$ cat config.mk
export PLATFORM = sky130hd
export DESIGN_NAME = bin2bcd_seq
export DESIGN_NICKNAME = d
export VERILOG_FILES = /design/src/rtl/bin2bcd_seq_pkg.sv /design/src/rtl/bin2bcd_seq_add3.sv /design/src/rtl/bin2bcd_seq.sv
export SDC_FILE = /design/constraint.sdc
export NUM_CORES = 1
export LEC_CHECK = 0
export BUFFER_PORTS_ARGS = -buffer_cell sky130_fd_sc_hd__buf_2
export CAP_MARGIN = 25
export CORE_MARGIN = 4
export CORE_UTILIZATION = 45
export CTS_BUF_LIST = sky130_fd_sc_hd__clkbuf_8
export DETAILED_ROUTE_END_ITERATION = 10
export GPL_TIMING_DRIVEN = 0
export HOLD_SLACK_MARGIN = 0.05
export PLACE_DENSITY_LB_ADDON = 0.15
export SETUP_SLACK_MARGIN = 0.3
export SYNTH_ARGS = -nofsm -noshare
export SYNTH_HDL_FRONTEND = slang
export SYNTH_SLANG_ARGS = --single-unit
$ cat constraint.sdc
create_clock -name clk -period 2.3 [get_ports clk]
set_clock_uncertainty 0.2 [all_clocks]
set_input_delay 0.115 -clock clk [delete_from_list [all_inputs] [get_ports clk]]
set_output_delay 0.115 -clock clk [all_outputs]
set_load 0.005 [all_outputs]
$ cat src/rtl/bin2bcd_seq_pkg.sv
// Shared definitions for the sequential binary-to-BCD converter:
// FSM state encoding and the double-dabble digit constants.
package bin2bcd_seq_pkg;

  typedef enum logic [1:0] {
    IDLE  = 2'd0,
    SHIFT = 2'd1,
    DONE  = 2'd2
  } state_t;

  localparam int DIGIT_W = 4;

  localparam logic [DIGIT_W-1:0] ADD3_THRESH = 4'd5;
  localparam logic [DIGIT_W-1:0] ADD3_ADJ    = 4'd3;

endpackage

$ cat src/rtl/bin2bcd_seq_add3.sv
// Single BCD digit corrector for double-dabble: digits of 5 or more get +3
// so that the following left shift carries correctly into the next digit.
module bcd_add3
  import bin2bcd_seq_pkg::*;
(
  input  logic [DIGIT_W-1:0] digit,
  output logic [DIGIT_W-1:0] fixed
);

  assign fixed = (digit >= ADD3_THRESH) ? digit + ADD3_ADJ : digit;

endmodule

$ cat src/rtl/bin2bcd_seq.sv
// Sequential binary-to-BCD converter (shift-and-add-3, one bit per clock)
// with a start/done handshake; results are held until the next conversion.
module bin2bcd_seq
  import bin2bcd_seq_pkg::*;
#(
  parameter int IN_W   = 7,
  parameter int DIGITS = 3
)
(
  input  logic                      clk,
  input  logic                      rst,
  input  logic                      start,
  input  logic [IN_W-1:0]           bin,
  output logic                      busy,
  output logic                      done,
  output logic [DIGIT_W*DIGITS-1:0] bcd,
  output logic                      ovf
);

  localparam int ACC_W = DIGIT_W * DIGITS;
  localparam int CNT_W = $clog2(IN_W) + 1;
  localparam logic [CNT_W-1:0] CNT_LOAD = CNT_W'(IN_W - 1);
  localparam logic [CNT_W-1:0] CNT_ONE  = CNT_W'(1);

  state_t           state, state_nxt;
  logic [IN_W-1:0]  sh, sh_nxt;
  logic [ACC_W-1:0] acc, acc_adj, acc_nxt;
  logic [CNT_W-1:0] cnt, cnt_nxt;
  logic             sticky, sticky_nxt;
  logic             load_out;

  for (genvar g = 0; g < DIGITS; g++) begin : g_add3
    bcd_add3 u_add3 (
      .digit (acc[g*DIGIT_W +: DIGIT_W]),
      .fixed (acc_adj[g*DIGIT_W +: DIGIT_W])
    );
  end

  // bcd/ovf only load on the edge that enters DONE, so they never show a partial value
  always_ff @(posedge clk or posedge rst) begin
    if (rst) begin
      state  <= IDLE;
      sh     <= '0;
      acc    <= '0;
      cnt    <= '0;
      sticky <= 1'b0;
      bcd    <= '0;
      ovf    <= 1'b0;
    end else begin
      state  <= state_nxt;
      sh     <= sh_nxt;
      acc    <= acc_nxt;
      cnt    <= cnt_nxt;
      sticky <= sticky_nxt;
      if (load_out) begin
        bcd <= acc_nxt;
        ovf <= sticky_nxt;
      end
    end
  end

  always_comb begin
    state_nxt  = state;
    sh_nxt     = sh;
    acc_nxt    = acc;
    cnt_nxt    = cnt;
    sticky_nxt = sticky;
    load_out   = 1'b0;
    busy       = 1'b1;
    done       = 1'b0;

    case (state)
      IDLE: begin
        busy = 1'b0;
        if (start) begin
          sh_nxt     = bin;
          acc_nxt    = '0;
          sticky_nxt = 1'b0;
          cnt_nxt    = CNT_LOAD;
          state_nxt  = SHIFT;
        end
      end

      SHIFT: begin
        // Any 1 pushed out of the top digit means the value needs more digits than we have
        {acc_nxt, sh_nxt} = {acc_adj, sh} << 1;
        sticky_nxt        = sticky | acc_adj[ACC_W-1];
        cnt_nxt           = cnt - CNT_ONE;
        if (cnt == '0) begin
          state_nxt = DONE;
          load_out  = 1'b1;
        end
      end

      DONE: begin
        done      = 1'b1;
        state_nxt = IDLE;
      end

      default: state_nxt = IDLE;
    endcase
  end

endmodule

==> summary.md <==
| Metric | Value |
|---|---|
| Status | completed |
| Gate Count Post-Synth | ~180 |
| Die ar. | 0.00536 mm^2 |
| Most used DFF post-synth | dfrtp_1 |
| Worst endpoint required time | 2270 ps |
| Final setup viols | 0 |
| Filler cells | approximately 340 |
| Initial DRC count | 94 |
| Cts bufs inserted | 5 |
| Pwr/cell area | about 1400 mW/mm^2 |
| Number of register bits inferred by synthesis | 39 |
| Final antenna-violating net count | 0 |
| Clock transition at path regs | ~80 ps |
| Hold crit path type | input pin to flip-flop |
| Largest net degree at the start of global routing | 40 |
| RR Startpoint | cnt[0] |
| Sum of negative setup slack | 0 ps |
| Count of flip-flops with a built-in enable after synthesis | 0 |
| Pre-antenna DRT Iters | 4 |
| Worst EP arrival | about 2000 ps |
| CORE AREA | approximately 0.0041 mm^2 |
| Synth Cell Area | around 0.0019 mm^2 |
| Crit path largest cell delay | ~420 ps |
| Worst slew pin tran | between 800 and 900 ps |
| I/O pin total | 25 |
| Initial antenna violation count | 0 |
| Starting Density | between 40 and 50% |
| Rows | 23 |
| DR WL/cell | ~15 um |
| Register-to-register setup slack | ~280 ps |
| Post-synth top cells | dfrtp_1, nand2_1, o21ai_0 |
| Area contributors post-synth | dfrtp_1, mux2_4, ha_1 |
| Clock Sinks | 39 |
| Tcrit/Tclk final | between 80 and 90% |
| Hold path depth | 3 |
| Fin crit period | between 2000 and 2500 ps |
| Hold Crit Start | start |
| Count leader, synth | dfrtp_1 |
| Routed via count | approximately 1,500 |
| Ys Warns | 0 |
| Final hold viol count | 0 |
| Chip Width | around 73 um |
| Post-synth ARST share | 100% |
| First-pass GRT wire length | about 7200 um |
| Synth unique cells | 34 |
| Port Buffers | 24 |
| Clock Path Buffers | 2 |
| Final wirelength | approximately 4200 um |
| Synth-to-layout area growth | 26.8% |
| Critical path class | flip-flop to flip-flop |
| Sequential fraction of the synthesis area | between 50% and 60% |
| Max Cap Viol | 0 |
| Max Freq | 0.496 GHz |
| Worst setup SP type | flip-flop |
| Synth area leader | dfrtp_1 |
| RR Endpoint | ovf |
| TritonCTS clock tree | yes |
| GRT Residual Overflow | 0 |
| Later-pin clock latency in the skew report | 290 ps |
| Dpl hpwl | between 2000 and 3000 um |
| Share of cells above drive strength 1 | 30.8% |
| Crit-path cells | inv_2, ha_4, nand2_4, or4_4, buf_6, clkinv_8, buf_12, mux2_4 |
| Vias in the first global route | approximately 1,500 |
| Hold endpoint | acc[0] |
| H-tree depth | 2 |
| Syn avg cell area | approximately 11 um^2 |
| Critical path's slowest cell | or4_4 |
| GP Congestion | ~0.82 |
| Number of diodes | 0 |
| Final #Nets | 240 |
| Max FO, Critical Path | 5 |
| RSZ-0062 raised after global routing | true |
| Lkg Pwr | between 0.001 and 0.0015 uW |
| Yosys top cell area share | 51.0% |
| R2R depth | 8 |
| Chip height | ~73 um |
| DRC | 0 |
| DR vias/cell | 5.39 |
| Syn nets | 192 |
| CP Capture Type | flip-flop |
| Root Driver | clkbuf_8 |
| Relative slew slack | around 46% |
| Fin. max-slew vios | 0 |
| Maximum vdd ir drop | just under 0.7 mV |
| GRT Total Usage | between 10% and 20% |
| Total power | roughly 3400 uW |
[flip-flops by register name, summed over array words and instances, names as in the netlist]
register,count
acc,12
bcd,12
sh,7
cnt,4
state,2
ovf,1
sticky,1
[report_power, final]
part / internal, uW / switching (uW)
sequential: 983 / 233
combinational: 839 / 800
clock: 351 / 234
[cell families (layout without fill, tap and decap cells)]
group / after synthesis / in the layout / synth area share (%)
AO/OA/AOI/OAI: 52 / 52 / 18.7
AND/OR/NAND/NOR: 44 / 44 / 11.1
flip-flops: 39 / 39 / 51.0
buffers and inverters: 20 / 69 / 5.82
multiplexers: 10 / 10 / 7.45
adder cells (fa/ha/maj): 7 / 7 / 4.57
XOR/XNOR: 3 / 3 / 1.37
[layout make-up]
class                           instances  area (um^2)  area share (%)
Clock inverter                          2         35.0            1.44
Buffer                                  9         67.6            2.78
Tap cell                               50         62.6            2.58
Multi-Input combinational cell        116          861            35.5
Sequential cell                        39          977            40.3
Timing Repair Buffer                   41          288            11.9
Clock buffer                            6         82.6            3.40
Inverter                               11         53.8            2.22
[stage by stage]
stage / setup slack [ps] / hold WS, ps / utilization [%] / instance area [um^2] / cells
floorplan: 326 / 84.7 / - / 1910 / 175
detailed placement: 199 / 129 / 51.7 / 2100 / 249
global route: 235 / 233 / 59.8 / 2430 / 274
global placement: 234 / 171 / 51.7 / 2100 / 249
CTS: 207 / 212 / 58.9 / 2390 / 271
finish: 285 / 204 / 59.8 / 2430 / 274
[repair_timing]
action | 4_1_cts | 5_1_grt
endpoints found under the hold margin | 46 | 0
pin swaps | 2 | 2
endpoints found under the setup margin | 9 | 15
hold buffers | 8 | 0
buffers inserted | 5 | 3
gates cloned | 1 | 0
gates resized for setup | 10 | 6
[worst max-delay path: cells and delay by family, from the launching register on]
kind | cells | cell delay, ps
adders and majority gates | 1 | 140
buffers and inverters | 4 | 400
DFF | 1 | 390
muxes | 1 | 290
and+or+nand+nor | 2 | 460
[metal layers]
layer,GRT usage (%),part of all wire [%],up-vias
li1,-,-,714
met1,23.1,44,728
met2,28.5,50,27
met3,2.89,3.5,9
met4,7.17,2.0,0
met5,0,0,-
[worst max-delay path by stage]
stage	slack (ps)	from	to	cells after the start
after global routing	240	cnt[0]	ovf	8
after global placement	230	cnt[0]	ovf	8
after detailed placement	200	cnt[0]	bcd[7]	8
after CTS	210	cnt[1]	ovf	8
after floorplan	330	cnt[0]	bcd[11]	8
final	280	cnt[0]	ovf	8
[cell usage in the layout, fill, tap and decap left out, drive strengths merged, types with 3 or more instances in the layout]
master       instances
a211oi               3
a21o                 4
a21oi                4
a22o                 7
a22oi                7
and3                 3
buf                 36
clkbuf              12
dfrtp               39
dlygate4sd3          8
ha                   7
inv                 10
mux2                10
nand2               23
nand2b               3
nor2                 5
nor2b                3
o21ai               17
o2bb2ai              3
Note: power is estimated with default switching activity, not from simulation.
